`src/rtl/mmio_pkg.sv`:
```
// ----------------------------------------------------------------------------
// mmio_pkg
// Shared constants for the data-memory MMIO responder: default peripheral
// base address, register word offsets (addr[7:2]) and STATUS bit positions.
// ----------------------------------------------------------------------------
package mmio_pkg;

  localparam logic [31:0] DEFAULT_BASE = 32'hFFFF_0000;

  // Word offsets, compared against addr[7:2]
  localparam logic [5:0] OFF_TX_DATA  = 6'h00;  // byte 0x00
  localparam logic [5:0] OFF_STATUS   = 6'h01;  // byte 0x04
  localparam logic [5:0] OFF_CYCLE_LO = 6'h02;  // byte 0x08
  localparam logic [5:0] OFF_CYCLE_HI = 6'h03;  // byte 0x0C
  localparam logic [5:0] OFF_GPIO     = 6'h04;  // byte 0x10

  // STATUS register layout
  localparam int ST_FULL      = 0;
  localparam int ST_EMPTY     = 1;
  localparam int ST_OVERFLOW  = 2;
  localparam int ST_COUNT_LSB = 8;

endpackage

```
`src/rtl/tx_fifo.sv`:
```
// ----------------------------------------------------------------------------
// tx_fifo
// Byte FIFO for the TX path. No fall-through: a byte pushed into an empty
// FIFO appears at head one cycle later. A push while full is accepted only
// if a pop happens in the same cycle; otherwise it is dropped and push_drop
// pulses for that cycle.
// Ports:
//   clk, rst_n      clock, async active-low reset
//   push, push_data write request and byte
//   pop             remove head (caller guarantees !empty)
//   head            head byte, 0 while empty
//   empty, full     occupancy flags
//   count           number of stored bytes, 0..DEPTH
//   push_drop       push refused this cycle
// ----------------------------------------------------------------------------
module tx_fifo #(
  parameter int DEPTH = 16,
  localparam int AW = $clog2(DEPTH),
  localparam int CW = AW + 1
) (
  input  logic          clk,
  input  logic          rst_n,
  input  logic          push,
  input  logic [7:0]    push_data,
  input  logic          pop,
  output logic [7:0]    head,
  output logic          empty,
  output logic          full,
  output logic [CW-1:0] count,
  output logic          push_drop
);

  localparam logic [CW-1:0] FULL_CNT = CW'(DEPTH);

  logic [7:0]    mem [DEPTH];
  logic [AW-1:0] wr_ptr;
  logic [AW-1:0] rd_ptr;
  logic          push_ok;
  logic          pop_ok;

  assign empty     = (count == '0);
  assign full      = (count == FULL_CNT);
  assign pop_ok    = pop && !empty;
  // A pop frees a slot in the same cycle, so a full FIFO can still accept.
  assign push_ok   = push && (!full || pop_ok);
  assign push_drop = push && !push_ok;
  // Gate the head so the output is a clean 0 after reset instead of
  // whatever the uninitialised storage holds.
  assign head      = empty ? 8'h00 : mem[rd_ptr];

  always_ff @(posedge clk) begin
    if (push_ok) mem[wr_ptr] <= push_data;
  end

  always_ff @(posedge clk or negedge rst_n) begin
    if (!rst_n) begin
      wr_ptr <= '0;
      rd_ptr <= '0;
      count  <= '0;
    end else begin
      if (push_ok) wr_ptr <= wr_ptr + AW'(1);
      if (pop_ok)  rd_ptr <= rd_ptr + AW'(1);
      case ({push_ok, pop_ok})
        2'b10:   count <= count + CW'(1);
        2'b01:   count <= count - CW'(1);
        default: count <= count;
      endcase
    end
  end

endmodule

```
`src/rtl/dmem_mmio_responder.sv`:
```
// ----------------------------------------------------------------------------
// dmem_mmio_responder
// Sits on the core's data-memory port and splits each access between the data
// BRAM and a 256-byte peripheral register bank (TX FIFO, 64-bit cycle counter,
// GPIO). Register reads return one cycle later, matching BRAM latency.
// Ports:
//   clk, rst_n       clock, async active-low reset
//   addr, re, we     core access (byte address, load, byte write enables)
//   wdata            lane-aligned store data
//   rdata            load data, valid the cycle after the access
//   bram_we          byte enables to the BRAM (zeroed for register accesses)
//   bram_dout        BRAM read data (1-cycle latency)
//   tx_data/valid    FIFO head byte / non-empty
//   tx_ready         downstream consumes head this cycle
//   gpio_out         GPIO output register
// ----------------------------------------------------------------------------
module dmem_mmio_responder
  import mmio_pkg::*;
#(
  parameter logic [31:0] BASE     = DEFAULT_BASE,
  parameter int          TX_DEPTH = 16,
  parameter int          GPIO_W   = 8
) (
  input  logic              clk,
  input  logic              rst_n,
  input  logic [31:0]       addr,
  input  logic              re,
  input  logic [3:0]        we,
  input  logic [31:0]       wdata,
  output logic [31:0]       rdata,
  output logic [3:0]        bram_we,
  input  logic [31:0]       bram_dout,
  output logic [7:0]        tx_data,
  output logic              tx_valid,
  input  logic              tx_ready,
  output logic [GPIO_W-1:0] gpio_out
);

  localparam int CW = $clog2(TX_DEPTH) + 1;

  logic              sel;
  logic [5:0]        off;
  logic              rd;
  logic              sel_q;
  logic [31:0]       prd_q;
  logic [31:0]       reg_rdata;
  logic [63:0]       cnt;
  logic [31:0]       hi_shadow;
  logic              overflow;
  logic [GPIO_W-1:0] gpio_d;

  logic              fifo_push;
  logic              fifo_pop;
  logic              fifo_empty;
  logic              fifo_full;
  logic [CW-1:0]     fifo_count;
  logic              fifo_drop;
  logic              ovf_clr;

  // Byte-within-word bits and high store lanes are not part of any register.
  logic              unused_bits;
  assign unused_bits = ^{addr[1:0], wdata};

  assign sel     = (addr[31:8] == BASE[31:8]);
  assign off     = addr[7:2];
  assign rd      = re && sel;
  assign bram_we = sel ? 4'b0000 : we;

  assign fifo_push = sel && (off == OFF_TX_DATA) && we[0];
  assign fifo_pop  = tx_valid && tx_ready;
  assign tx_valid  = !fifo_empty;
  assign ovf_clr   = sel && (off == OFF_STATUS) && we[0] && wdata[ST_OVERFLOW];

  tx_fifo #(
    .DEPTH(TX_DEPTH)
  ) u_tx_fifo (
    .clk      (clk),
    .rst_n    (rst_n),
    .push     (fifo_push),
    .push_data(wdata[7:0]),
    .pop      (fifo_pop),
    .head     (tx_data),
    .empty    (fifo_empty),
    .full     (fifo_full),
    .count    (fifo_count),
    .push_drop(fifo_drop)
  );

  // GPIO byte-lane merge; lanes beyond GPIO_W simply have no bits to touch.
  always_comb begin
    gpio_d = gpio_out;
    if (sel && (off == OFF_GPIO)) begin
      for (int i = 0; i < GPIO_W; i++) begin
        if (we[i / 8]) gpio_d[i] = wdata[i];
      end
    end
  end

  // Register read value, reflecting state before this cycle's updates.
  always_comb begin
    reg_rdata = 32'h0;
    case (off)
      OFF_STATUS: begin
        reg_rdata[ST_FULL]                = fifo_full;
        reg_rdata[ST_EMPTY]               = fifo_empty;
        reg_rdata[ST_OVERFLOW]            = overflow;
        reg_rdata[ST_COUNT_LSB +: CW]     = fifo_count;
      end
      OFF_CYCLE_LO: reg_rdata = cnt[31:0];
      OFF_CYCLE_HI: reg_rdata = hi_shadow;
      OFF_GPIO:     reg_rdata = 32'(gpio_out);
      default:      reg_rdata = 32'h0;
    endcase
  end

  assign rdata = sel_q ? prd_q : bram_dout;

  always_ff @(posedge clk or negedge rst_n) begin
    if (!rst_n) begin
      sel_q     <= 1'b0;
      prd_q     <= 32'h0;
      cnt       <= 64'h0;
      hi_shadow <= 32'h0;
      overflow  <= 1'b0;
      gpio_out  <= '0;
    end else begin
      sel_q    <= rd;
      cnt      <= cnt + 64'd1;
      gpio_out <= gpio_d;
      if (rd) prd_q <= reg_rdata;
      // Reading LO snapshots HI so a later HI read pairs with it atomically.
      if (rd && (off == OFF_CYCLE_LO)) hi_shadow <= cnt[63:32];
      // A dropped push in the same cycle as a clear keeps the flag set.
      if (fifo_drop)    overflow <= 1'b1;
      else if (ovf_clr) overflow <= 1'b0;
    end
  end

endmodule

```
`config.mk`:
```
export PLATFORM = sky130hd
export DESIGN_NAME = dmem_mmio_responder
export DESIGN_NICKNAME = d
export VERILOG_FILES = /design/src/rtl/mmio_pkg.sv /design/src/rtl/tx_fifo.sv /design/src/rtl/dmem_mmio_responder.sv
export SDC_FILE = /design/constraint.sdc
export NUM_CORES = 1
export LEC_CHECK = 0
export CAP_MARGIN = 10
export CORE_MARGIN = 8
export CORE_UTILIZATION = 55
export CTS_CLUSTER_DIAMETER = 80
export DETAILED_ROUTE_END_ITERATION = 16
export PLACE_DENSITY = 0.79
export SKIP_LAST_GASP = 1
export SLEW_MARGIN = 20
export SYNTH_ARGS = -nofsm -noshare
export SYNTH_HDL_FRONTEND = slang
export SYNTH_SLANG_ARGS = --single-unit
```
`constraint.sdc`:
```
create_clock -name clk -period 3.1 [get_ports clk]
set_input_delay 0.62 -clock clk [delete_from_list [all_inputs] [get_ports clk]]
set_output_delay 0.62 -clock clk [all_outputs]
set_load 0.1 [all_outputs]
```
Word level (Yosys, flattened, before mapping)
Memory sizes are Yosys's and may differ from the RTL's.
Cells that the tools add are included.

storage, ports and cells
  bits in registers = 151
  bits in writable memories = 128
  input port bits = 104
  output and inout bits = 53
  word-level logic and storage cells = 56
  memories = 1

operators by class
  add/sub/neg operators = 5
  equality and inequality tests = 8
  muxes and demuxes = 12
  reductions and logical operators = 21

memory list
  name           words  width  read ports  clocked after memory_dff  wr ports  RTL line       RTL
  u_tx_fifo.mem  16     8      1           0                         1         tx_fifo.sv:35  logic [7:0] mem [DEPTH];

operators with widths
  cell                                                                   count
  64-bit by 1-bit adder with 64-bit output, second input constant        1
  19-bit one-hot mux with 2 select lines                                 1
  32-bit 2-to-1 mux                                                      1
  5-bit one-hot mux with 3 select lines                                  2
  24-bit equality test, second input constant                            1
  6-bit by 2-bit equality test with 1-bit output, second input constant  2
  1-bit logical AND                                                      12
  3-bit one-hot mux with 4 select lines                                  1
  5-bit one-hot mux with 2 select lines                                  1
  4-bit by 1-bit adder with 4-bit output, second input constant          2
  8-bit 2-to-1 mux                                                       1
  6-bit by 1-bit equality test with 1-bit output, second input constant  1
  6-bit by 3-bit equality test with 1-bit output, second input constant  1
  6-bit logical NOT                                                      1
  5-bit by 1-bit adder with 5-bit output, second input constant          1
  5-bit equality test, second input constant                             1
  5-bit logical NOT                                                      1
  5-bit by 1-bit subtractor with 5-bit output, second input constant     1
  1-bit 2-to-1 mux                                                       4
  4-bit 2-to-1 mux                                                       1
  2-bit nonzero test                                                     2
  1-bit logical NOT                                                      3
  2-bit by 1-bit equality test with 1-bit output, second input constant  1
  2-bit equality test, second input constant                             1
  2 further kinds                                                        2

Depth between registers and ports, before layout
  word-level depth = 9
  mapped depth = 12
  mapped depth without buffers = 10

Hierarchy
Synthesis repeated with hierarchy kept, for this count alone.

unflattened totals
  cells, all modules = 889
  area total of the unflattened synthesis = 12,604.6 µm²

modules (own cells, without submodules)
  module               times used  cells each  area an instance (µm²)
  dmem_mmio_responder  1           585         6,782.8
  tx_fifo              1           304         5,821.8

Worst setup path after synthesis
OpenSTA, ideal clock, no wires.

  kind = register to output
  from = reg u_tx_fifo.rd_ptr[0]
  to = out tx_data[3]
  data arrival time = 2,806 ps
  data required time = 2,480 ps
  slack = -326 ps
  cell stages (with the launch flop) = 6
  path buffers = 2
  path through = dfrtp_1 clkbuf_1 buf_2 mux4_2 mux4_2 nor2b_1

on the way
  cells in the longest elaborated chain, start to end = 2

RTL lines
  what                    RTL line                   RTL
  start, declared         tx_fifo.sv:37              logic [AW-1:0] rd_ptr;
  start signal, assigned  tx_fifo.sv:62              if (pop_ok) rd_ptr <= rd_ptr + AW'(1);
  memory read 16 x 8 bit  n/a
  8-bit 2-to-1 mux        tx_fifo.sv:49              assign head = empty ? 8'h00 : mem[rd_ptr];
  end, declared           dmem_mmio_responder.sv:33  output logic [7:0] tx_data,

Every way passes these cells.

Worst setup path after layout
  from = reg u_tx_fifo.rd_ptr[0]
  to = out tx_data[2]

Same word-level chain as after synthesis.

==> results_tabular.tex <==
\begin{tabular}{lr}
\hline
Metric & Value \\
\hline
\multicolumn{2}{l}{\textbf{Pwr}} \\
\quad IR drop worst, VDD & 0.3437 mV \\
\quad Internal portion of total power & 6.293 mW \\
\quad Power density over the cells & 494.5 nW/µm² \\
\quad Leakage & 6.642 nW \\
\quad Relative contribution of combinational cells to total power & 6.7\% \\
\quad Sequential group share of total power & 48.5\% \\
\quad Relative contribution of the clock network to total power & 44.8\% \\
\quad Net switching fraction of the power & 21.25\% \\
\quad Net switching power & 1.698 mW \\
\multicolumn{2}{l}{\textbf{STA}} \\
\quad Worst setup slack after layout & -124.0 ps \\
\quad Final TNS setup & -724.1 ps \\
\quad Setup repair after global routing missed its margin & yes \\
\quad Shortest clock period the worst path allows after layout & 3224 ps \\
\quad Transition at the pin with the smallest max-transition slack & 806.2 ps \\
\quad Setup skew after layout & 11.24 ps \\
\quad Final hold violations & 0 \\
\quad Number of pins with negative max-slew slack in the final report & 0 \\
\quad Setup Viol. Count Final & 8 \\
\quad Worst Hold Margin & 96.32 ps \\
\quad Share of the clock period used by the worst path after layout & 104.0\% \\
\quad Slew HR & 46.08\% \\
\quad Achievable Freq & 310.2 MHz \\
\multicolumn{2}{l}{\textbf{Final layout}} \\
\quad NumNets Final & 1166 \\
\quad Commonest non-fill, non-tap cells in the layout & sky130\_fd\_sc\_hd\_\_dfrtp\_1 (150), sky130\_fd\_sc\_hd\_\_edfxtp\_1 (128), sky130\_fd\_sc\_hd\_\_clkdlybuf4s50\_1 (75) \\
\quad Inserted Diodes & 0 \\
\quad Fillcell total & 1411 \\
\quad Layout cells sized above 1 & 28.35\% \\
\quad Register cell area after layout & 7624 µm² \\
\quad Layout-stage area growth over the synthesis result & 29.47\% \\
\quad Most common cell after layout, fill and taps aside & sky130\_fd\_sc\_hd\_\_dfrtp\_1 \\
\quad Area occupied by multi-input gates & 4661 µm² \\
\multicolumn{2}{l}{\textbf{Routing}} \\
\quad Post-route DRC violation count & 0 \\
\quad Final routed wire length divided by cell count & 22.57 µm \\
\quad Count of antenna-violating nets left after detailed routing & 0 \\
\quad Via Count & 7963 \\
\quad Vias per inst & 5.851 \\
\quad DRT iter0 DRCs & 550 \\
\quad Number of search-and-repair iterations in the first detailed-routing pass & 5 \\
\quad Total wire length after detailed routing & 30720 µm \\
\multicolumn{2}{l}{\textbf{Setup path}} \\
\quad Critical Path Sink Type & primary output \\
\quad Arrival time at the worst endpoint & 2600 ps \\
\quad Crit-path cells & buf\_6, buf\_16, mux4\_2, mux4\_2, nor2b\_4, buf\_12 \\
\quad Cell family with the largest share of critical-path delay & multiplexers \\
\quad Critical-path cell with the highest stage delay & sky130\_fd\_sc\_hd\_\_mux4\_2 \\
\quad Most prevalent standard cell on the critical path & sky130\_fd\_sc\_hd\_\_mux4\_2 \\
\quad Crit-path max cell delay & 510 ps \\
\quad CP max FO & 5 \\
\quad Nature of the critical path startpoint & register \\
\quad Buf+Inv Stages, Crit Path & 3 \\
\quad Data required time of the worst path & 2480 ps \\
\quad Critical path type & reg -> out \\
\multicolumn{2}{l}{\textbf{Clocking}} \\
\quad Worst-Skew Late Latency & 540 ps \\
\quad Clock Root Buffer & sky130\_fd\_sc\_hd\_\_clkbuf\_16 \\
\quad Post-CTS clock slew at the launch and capture registers of the worst setup and hold paths & 60 ps \\
\quad Number of H-tree branching levels & 1 \\
\quad Maximum count of clock buffers along a single path & 3 \\
\quad Number of buffers added to fix hold violations after cts & 0 \\
\quad Number of buffers inserted during clock tree synthesis & 28 \\
\quad Number of sinks handled by clock tree synthesis & 279 \\
\quad CTS tree & done \\
\multicolumn{2}{l}{\textbf{Synthesis}} \\
\quad Part of the Yosys area used for sequential elements & 61.07\% \\
\quad Main combinational cell family by area after synthesis & multiplexers \\
\quad Mean Syn Cell Area & 14.35 µm² \\
\quad Post-Syn Nets & 981 \\
\quad Area share of fa/ha/maj cells after synthesis & 0.7018\% \\
\quad Synth Area in Compound Gates & 3.028\% \\
\quad Total of warnings raised by yosys & 0 \\
\quad Post-synthesis simple-gate area fraction & 10.52\% \\
\quad Synthesized instance count & 870 \\
\quad Proportion of synthesized area in mux cells & 17.41\% \\
\quad Xor and xnor fraction of the mapped netlist area & 5.123\% \\
\quad Cell Area, Synth & 12480 µm² \\
\quad Cell variety after synth & 48 \\
\quad Post-synthesis register bit count & 279 \\
\multicolumn{2}{l}{\textbf{Floorplanning}} \\
\quad Initial cell density of the core & 55.63\% \\
\quad Core region area & 22430 µm² \\
\quad I/O pin count & 157 \\
\quad Standard-cell rows & 55 \\
\quad Die span in y & 166.6 µm \\
\quad Die area & 27770 µm² \\
\quad Floorplan die width & 166.6 µm \\
\multicolumn{2}{l}{\textbf{GRT}} \\
\quad Pin count of the biggest net entering global routing & 76 \\
\quad Vias in the first global route & 8335 \\
\quad Global routing usage summed across all routing layers & 21.76\% \\
\quad Antenna violations before repair & 0 \\
\quad GR Overflow Total & 0 \\
\quad Global-route wire length before repair & 47680 µm \\
\multicolumn{2}{l}{\textbf{Run}} \\
\quad \# Max-Cap Violations & 0 \\
\multicolumn{2}{l}{\textbf{Place}} \\
\quad Quantity of I/O buffers inserted on ports & 130 \\
\quad HPWL after detailed placement & 20600 µm \\
\quad Placer Congestion & 0.8304 \\
\multicolumn{2}{l}{\textbf{Status}} \\
\quad Run status & complete, but fails checks \\
\quad Failing checks & setup timing \\
\multicolumn{2}{l}{\textbf{Hold path}} \\
\quad Hold Path Class & in -> async \\
\hline
\end{tabular}
## synthesized netlist by cell type, drive strengths merged
cell type	count	area (µm²)
dfrtp	151	3779
edfxtp	128	3844
mux2	80	1002
nand2	65	244.0
mux4	40	900.9
nor2	39	146.4
xnor2	38	332.8
xor2	35	306.5
nand3	30	155.1
clkbuf	27	101.4
mux2i	27	270.3
nor3	26	130.1
o31ai	25	187.7
nand4	24	156.4
inv	22	82.58
nor4	15	115.1
buf	13	83.83
and2	12	75.07
nor2b	11	68.82
ha	7	87.58
a21oi	6	30.03
and3	6	37.54
o21ai	6	30.02
a22o	5	43.79
a22oi	5	37.54
or4	5	41.29
or2	4	25.02
a221o	3	30.03
and4	3	26.28
and4b	2	20.02
nor3b	2	15.01
or3	2	12.51
a32o	1	10.01
and4bb	1	12.51
nand2b	1	13.76
nand4b	1	8.760
nor4b	1	8.760
o41ai	1	8.760
## layout make-up
cell class,instances,area share [%]
repair buffers,195,15.04
clock buffers,47,5.784
clock inverters,4,0.4336
flip-flops and latches,279,47.18
inverters,22,0.5110
well taps,285,2.207
multi-input cells,529,28.84
## power groups by stage
stage / Combinational, mW / Clock, mW / Sequential [mW]
6_report: 0.536 / 3.58 / 3.87
3_3_place_gp: 0.531 / 0 / 3.95
4_1_cts: 0.540 / 3.61 / 3.87
2_1_floorplan: 0.235 / 0 / 3.95
3_5_place_dp: 0.538 / 0 / 3.95
5_1_grt: 0.558 / 3.76 / 3.87
## repair_timing
item                       4_1_cts  5_1_grt
setup buffers                    6        2
setup endpoints to repair       11       12
hold endpoints to repair         0        0
gates resized for setup         21        1
gates cloned                     5        0
pin swaps                        0        1
## layer usage
metal,GRT usage (%),part of all wire [%]
met1,26.01,39
met2,39.42,53
met3,3.333,4.1
met4,7.677,3.3
met5,0,0
## through the flow
stage                     instances  power (mW)  instance area [µm²]  worst slack, ps  utilization [%]
after floorplan                 870       4.183                12500            50.12                -
after global placement         1299       4.478                14910           -223.7            66.45
after detailed placement       1299       4.486                14910           -241.8            66.45
after CTS                      1360       8.023                16160           -145.7            72.01
after global routing           1361       8.190                16160           -164.5            72.03
final                          1361       7.991                16160           -124.0            72.03
## registers in the layout, summed over array words and instances (netlist names)
signal,count
u_tx_fifo.wr_ptr,4
gpio_out,8
u_tx_fifo.count,5
sel_q,1
u_tx_fifo.rd_ptr,4
overflow,1
hi_shadow,32
u_tx_fifo.mem,128
cnt,64
prd_q,32
## cell families (layout without fill, tap and decap cells)
family                     after synthesis  count (layout)
buffers and inverters                   62             268
DFF                                    279             279
adders and majority gates                7               7
xor gates and xnor gates                73              73
muxes                                  147             147
and+or+nand+nor                        250             250
AOI/OAI and AO/OA                       52              52
## worst reg2reg max path, delay by kind of cell, from the launching register on
family	cells	cell delay, ps
adders and majority gates	1	200
xor gates and xnor gates	2	270
and+or+nand+nor	4	1150
muxes	1	90
AOI/OAI and AO/OA	1	190
DFF	1	490
## path summary, 6_finish.rpt
check,slack [ps],depth (start not counted),end,from
worst max-delay path,-120,6,tx_data[2],u_tx_fifo.rd_ptr[0]
worst min-delay path,100,1,hi_shadow[28],rst_n
worst max register to register,600,9,u_tx_fifo.count[4],u_tx_fifo.count[1]
worst min register to register,470,2,prd_q[18],prd_q[18]
max in group asynchronous,2150,2,u_tx_fifo.rd_ptr[0],rst_n
min in group clk,470,2,prd_q[18],prd_q[18]
No activity file was read; power rests on OpenSTA's default activity.
==> RTL edit 1 (config.mk and constraints unchanged) <==
Reset style: synchronous (`rst_n`), changed in 2 clocked blocks. Comments in the files are not updated.
--- a/src/rtl/tx_fifo.sv
+++ b/src/rtl/tx_fifo.sv
@@ -53,5 +53,5 @@
   end
 
-  always_ff @(posedge clk or negedge rst_n) begin
+  always_ff @(posedge clk) begin
     if (!rst_n) begin
       wr_ptr <= '0;
--- a/src/rtl/dmem_mmio_responder.sv
+++ b/src/rtl/dmem_mmio_responder.sv
@@ -116,5 +116,5 @@
   assign rdata = sel_q ? prd_q : bram_dout;
 
-  always_ff @(posedge clk or negedge rst_n) begin
+  always_ff @(posedge clk) begin
     if (!rst_n) begin
       sel_q     <= 1'b0;
Formal check against the unedited RTL: differs if rst_n is asserted again (counterexample within 4 cycles, from zero or initial values and one cycle with rst_n low); with rst_n held inactive, the same outputs for 4 cycles.
==> RTL edit 1 against the unedited design <==
  * The flow still finishes with violations (setup timing)
  * Largest cell class unchanged
  * Via count grew 20%
  * Critical path depth did not move
  * Final area fell by 1.0%
  * Sequential cell count increased by 4
  * Final cell count is 14% higher
  * Register-to-register slack lost 0.17 ns
  * Non-clock buffer count down 5
  * Fmax up 0.59%
  * Die area shrank 0.50%
  * Wire length up 13%
  * Synthesized area down 0.55%
  * Setup slack improved by 0.019 ns
Power is not compared: it rests on default switching activity, and its combinational part moved more than twofold at a synthesized area within 25%.
==> RTL edit 1: results (changes against the unedited design) <==
Hold Crit Class: in2reg (was in2async)
largest net degree at the start of global routing: 65 (was 76)
Resized cells post-CTS: 12 (was 21)
Global Route met3 Usage: 0.0383 (was 0.0333)
setup slack, reg-to-reg: 0.43 ns (was 0.60 ns)
routed length on met3: 2.41 mm (was 1.26 mm)
max FFs per register: 128 (unchanged)
failing checks: setup timing (unchanged)
status: complete, but fails checks (unchanged)
sequential element share of the synthesized area: 0.560 (was 0.611)
Post-synth top cells: dfxtp_1, nand2_1, edfxtp_1 (was dfrtp_1, edfxtp_1, nand2_1)
Worst-path clk slew: 0.06 ns (about the same)
met2 WL: 17.9 mm (was 16.4 mm)
vias in the first global route: 9318 (was 8335)
Setup WS post-layout: -0.105 ns (was -0.124 ns)
global-route wire length before repair: 53.3 mm (was 47.7 mm)
ranking of synthesized cells by area: edfxtp_1, dfxtp_1, mux4_2, nand2_1, mux2i_1 (was edfxtp_1, dfrtp_1, mux4_2, mux2_2, mux2_4)
routability cong.: 0.853 (was 0.830)
crit-path max FO: 5 (unchanged)
# port buffers: 130 (unchanged)
area leader, netlist: edfxtp_1 (unchanged)
met1 WL: 13.2 mm (was 12.1 mm)
Iter 0 DRT Violations: 881 (was 550)
worst r2r src: u_tx_fifo.count[0]$_SDFFE_PN0P_ (was u_tx_fifo.count[1]$_DFFE_PN0P_)
RR Endpoint: u_tx_fifo.count[4]$_SDFFE_PN0P_ (was u_tx_fifo.count[4]$_DFFE_PN0P_)
CTS buffer count: 29 (was 28)
Setup Fix Bufs, Post-CTS: 3 (was 6)
nets@finish: 1362 (was 1166)
layout cells sized above 1: 0.203 (was 0.283)
met1 usage: 0.289 (was 0.260)
met2 Use GR: 0.435 (was 0.394)
Place WS: -0.122 ns (was -0.242 ns)
total track usage: 0.242 (was 0.218)
Slew headroom: 0.360 (was 0.461)
Worst path max stage delay: 0.53 ns (was 0.51 ns)
final setup vio count: 8 (unchanged)
Synth cell types: 47 (was 48)
H-tree depth: 1 (unchanged)
number of synthesized flops with an enable pin: 128 (unchanged)
Largest regs: u_tx_fifo.mem: 128 flops, cnt: 64 flops (unchanged)
Post-Syn Nets: 1206 (was 981)
TNS Setup: -0.529 ns (was -0.724 ns)
vias after detailed routing: 9545 (was 7963)
Clock Skews: 0.0173 ns (was 0.0112 ns)
arrival time worst endpoint: 2.59 ns (was 2.60 ns)
WL final: 34.7 mm (was 30.7 mm)
Worst R2R Path Depth: 11 (was 9)
initial antenna violation count: 0 (unchanged)
share of flip-flops with an asynchronous set or reset: 0 (was 0.541)
detailed placement HPWL: 22.7 mm (was 20.6 mm)
clk_lat worst skew: 0.54 ns (about the same)
[RTL edit 1: changes by cell type in the layout (fill, tap and decap cells not counted), moves of 28 or more]
| cell | delta |
|---|---|
| nor2_1 | +28 |
| dfrtp_1 | -150 |
| nand2_1 | +80 |
| dfxtp_1 | +154 |
| a21oi_1 | +77 |
[RTL edit 1: final cells by class]
cell class                 instances  area, um^2
inverter                          13        50.0
clock buffer                      34         797
clock inverter                    19         330
multi-input combinational        734        5180
tap                              285         357
timing repair buffer             190        2330
sequential                       283        6950
fill                            1405        6370
[RTL edit 1: power by group]
group          internal (mW)  switching (mW)  leakage [nW]
clock network           2.52            1.50         0.541
registers               3.92          0.0395          2.40
logic                  0.777            1.13          2.57
[RTL edit 1: stage by stage]
stage          hold slack, ns  instance area, um^2  std cells
2_1_floorplan           0.428                12400       1095
3_3_place_gp            0.438                14700       1500
3_5_place_dp            0.445                14700       1500
4_1_cts                 0.382                16000       1559
5_1_grt                 0.424                16000       1558
6_report                0.400                16000       1558
[RTL edit 1: cell families after synthesis]
logic type | after synthesis | share of synthesized area
AO/OA/AOI/OAI | 145 | 0.0676
XOR/XNOR | 33 | 0.0233
adder cells (fa/ha/maj) | 7 | 0.00706
buffers and inverters | 78 | 0.0246
flip-flops | 283 | 0.560
multiplexers | 119 | 0.140
AND/OR/NAND/NOR | 430 | 0.178
[RTL edit 1: how the worst max path moves through the flow]
stage,end,slack (ns),depth (start not counted)
2_1_floorplan,u_tx_fifo.mem[0][0]$_DFFE_PP_,-0.03,6
3_3_place_gp,u_tx_fifo.mem[11][4]$_DFFE_PP_,-0.11,8
3_5_place_dp,u_tx_fifo.mem[10][3]$_DFFE_PP_,-0.12,8
4_1_cts,tx_data[6],-0.11,5
5_1_grt,tx_data[4],-0.16,6
6_report,tx_data[4],-0.11,6
==> RTL edit 2 (same flow settings) <==
Without the edit above. The package constant `ST_COUNT_LSB` goes from 8 to 16.
--- a/src/rtl/mmio_pkg.sv
+++ b/src/rtl/mmio_pkg.sv
@@ -19,5 +19,5 @@
   localparam int ST_EMPTY     = 1;
   localparam int ST_OVERFLOW  = 2;
-  localparam int ST_COUNT_LSB = 8;
+  localparam int ST_COUNT_LSB = 16;
 
 endpackage
Formal check against the unedited RTL: not equivalent (a bounded check fails within 4 cycles, from zero or initial values and one cycle with rst_n low).
==> RTL edit 2 against the unedited design <==
  * The flow still finishes with violations (setup timing)
  * Wire length decreased by 0.27%
  * Clock skew increased by 0.0074 ns
  * Synthesized area decreased by 1.1%
  * Setup slack got worse by 0.041 ns
  * Final area decreased by 1.0%
  * Sequential cell count unchanged
  * Count of clock-buffer cells in the layout unchanged
  * Critical endpoint is now tx_data[6]
Power is not compared: it rests on default switching activity, and its combinational part moved more than twofold at a synthesized area within 25%.
==> RTL edit 2: results (changes against the unedited design) <==
status: complete, but fails checks (unchanged)
failing checks: setup timing (unchanged)
global-route wire length before repair: 47.8 mm (was 47.7 mm)
worst r2r src: cnt[14]$_DFF_PN0_ (was u_tx_fifo.count[1]$_DFFE_PN0P_)
Setup WS post-layout: -0.165 ns (was -0.124 ns)
met2 WL: 16.6 mm (was 16.4 mm)
Synth cell types: 39 (was 48)
Non-clk bufs: 190 (was 195)
sequential element share of the synthesized area: 0.618 (was 0.611)
Layout clock area frac: 0.0592 (was 0.0622)
drt wl/cell: 23.1 um (was 22.6 um)
vias per inst: 5.89 (was 5.85)
crit path capture: tx_data[6] (was tx_data[2])
post-synthesis compound-gate area fraction: 0.0270 (was 0.0303)
RR Endpoint: cnt[48]$_DFF_PN0_ (was u_tx_fifo.count[4]$_DFFE_PN0P_)
vias after detailed routing: 7803 (was 7963)
multi-input gates: 506 (was 529)
buffering overhead: 0.153 (was 0.150)
Slew headroom: 0.483 (was 0.461)
largest net degree at the start of global routing: 66 (was 76)
Multi-input gate area: 4570 um^2 (was 4660 um^2)
fill cell count: 1396 (was 1411)
layout cells sized above 1: 0.287 (was 0.283)
Adder-Cell Fraction of Synth Area: 0.00710 (was 0.00702)
design area: 16000 um^2 (was 16200 um^2)
Clock Skews: 0.0186 ns (was 0.0112 ns)
Tot Pwr: 11.1 mW
nets@finish: 1128 (was 1166)
TNS Setup: -1.13 ns (was -0.724 ns)
Place WS: -0.132 ns (was -0.242 ns)
Non-clk invs: 12 (was 22)
Iter 0 DRT Violations: 567 (was 550)
final setup vio count: 8 (unchanged)
initial antenna violation count: 2 (was 0)
top routing layer used: met5 (was met4)
Post-Syn Nets: 948 (was 981)
Worst R2R Path Depth: 5 (was 9)
Post-Synth XOR/XNOR Area: 0.0518 (was 0.0512)
setup slack, reg-to-reg: 0.65 ns (was 0.60 ns)
met1 WL: 11.7 mm (was 12.1 mm)
crit-path max FO: 8 (was 5)
RTL edit 2: cell count changes after synthesis, sizes merged, moves of 6 or more:
cell | unedited run | this run
and3 | 6 | 29
and4 | 3 | 9
inv | 22 | 12
nand2 | 65 | 59
nand3 | 30 | 36
nor2 | 39 | 22
nor3 | 26 | 11
nor4 | 15 | 8
xnor2 | 38 | 55
xor2 | 35 | 18
RTL edit 2: routing by layer:
metal / track usage / vias to the layer above
li1: - / 3508
met1: 0.254 / 4003
met2: 0.405 / 222
met3: 0.0348 / 66
met4: 0.0717 / 4
met5: 0 / -
RTL edit 2: timing repair:
action                                  CTS  global route
endpoints found under the setup margin   12            13
endpoints found under the hold margin     0             0
cloned                                    5             0
resized for setup                        16             7
pin swaps                                 1             2
buffers inserted                          7             0
RTL edit 2: critical path, delay by kind of cell, from the launching register on:
kind | cells | cell delay, ns
buffers and inverters | 4 | 0.56
flip-flops | 1 | 0.37
AND/OR/NAND/NOR | 1 | 0.15
multiplexers | 2 | 1.01
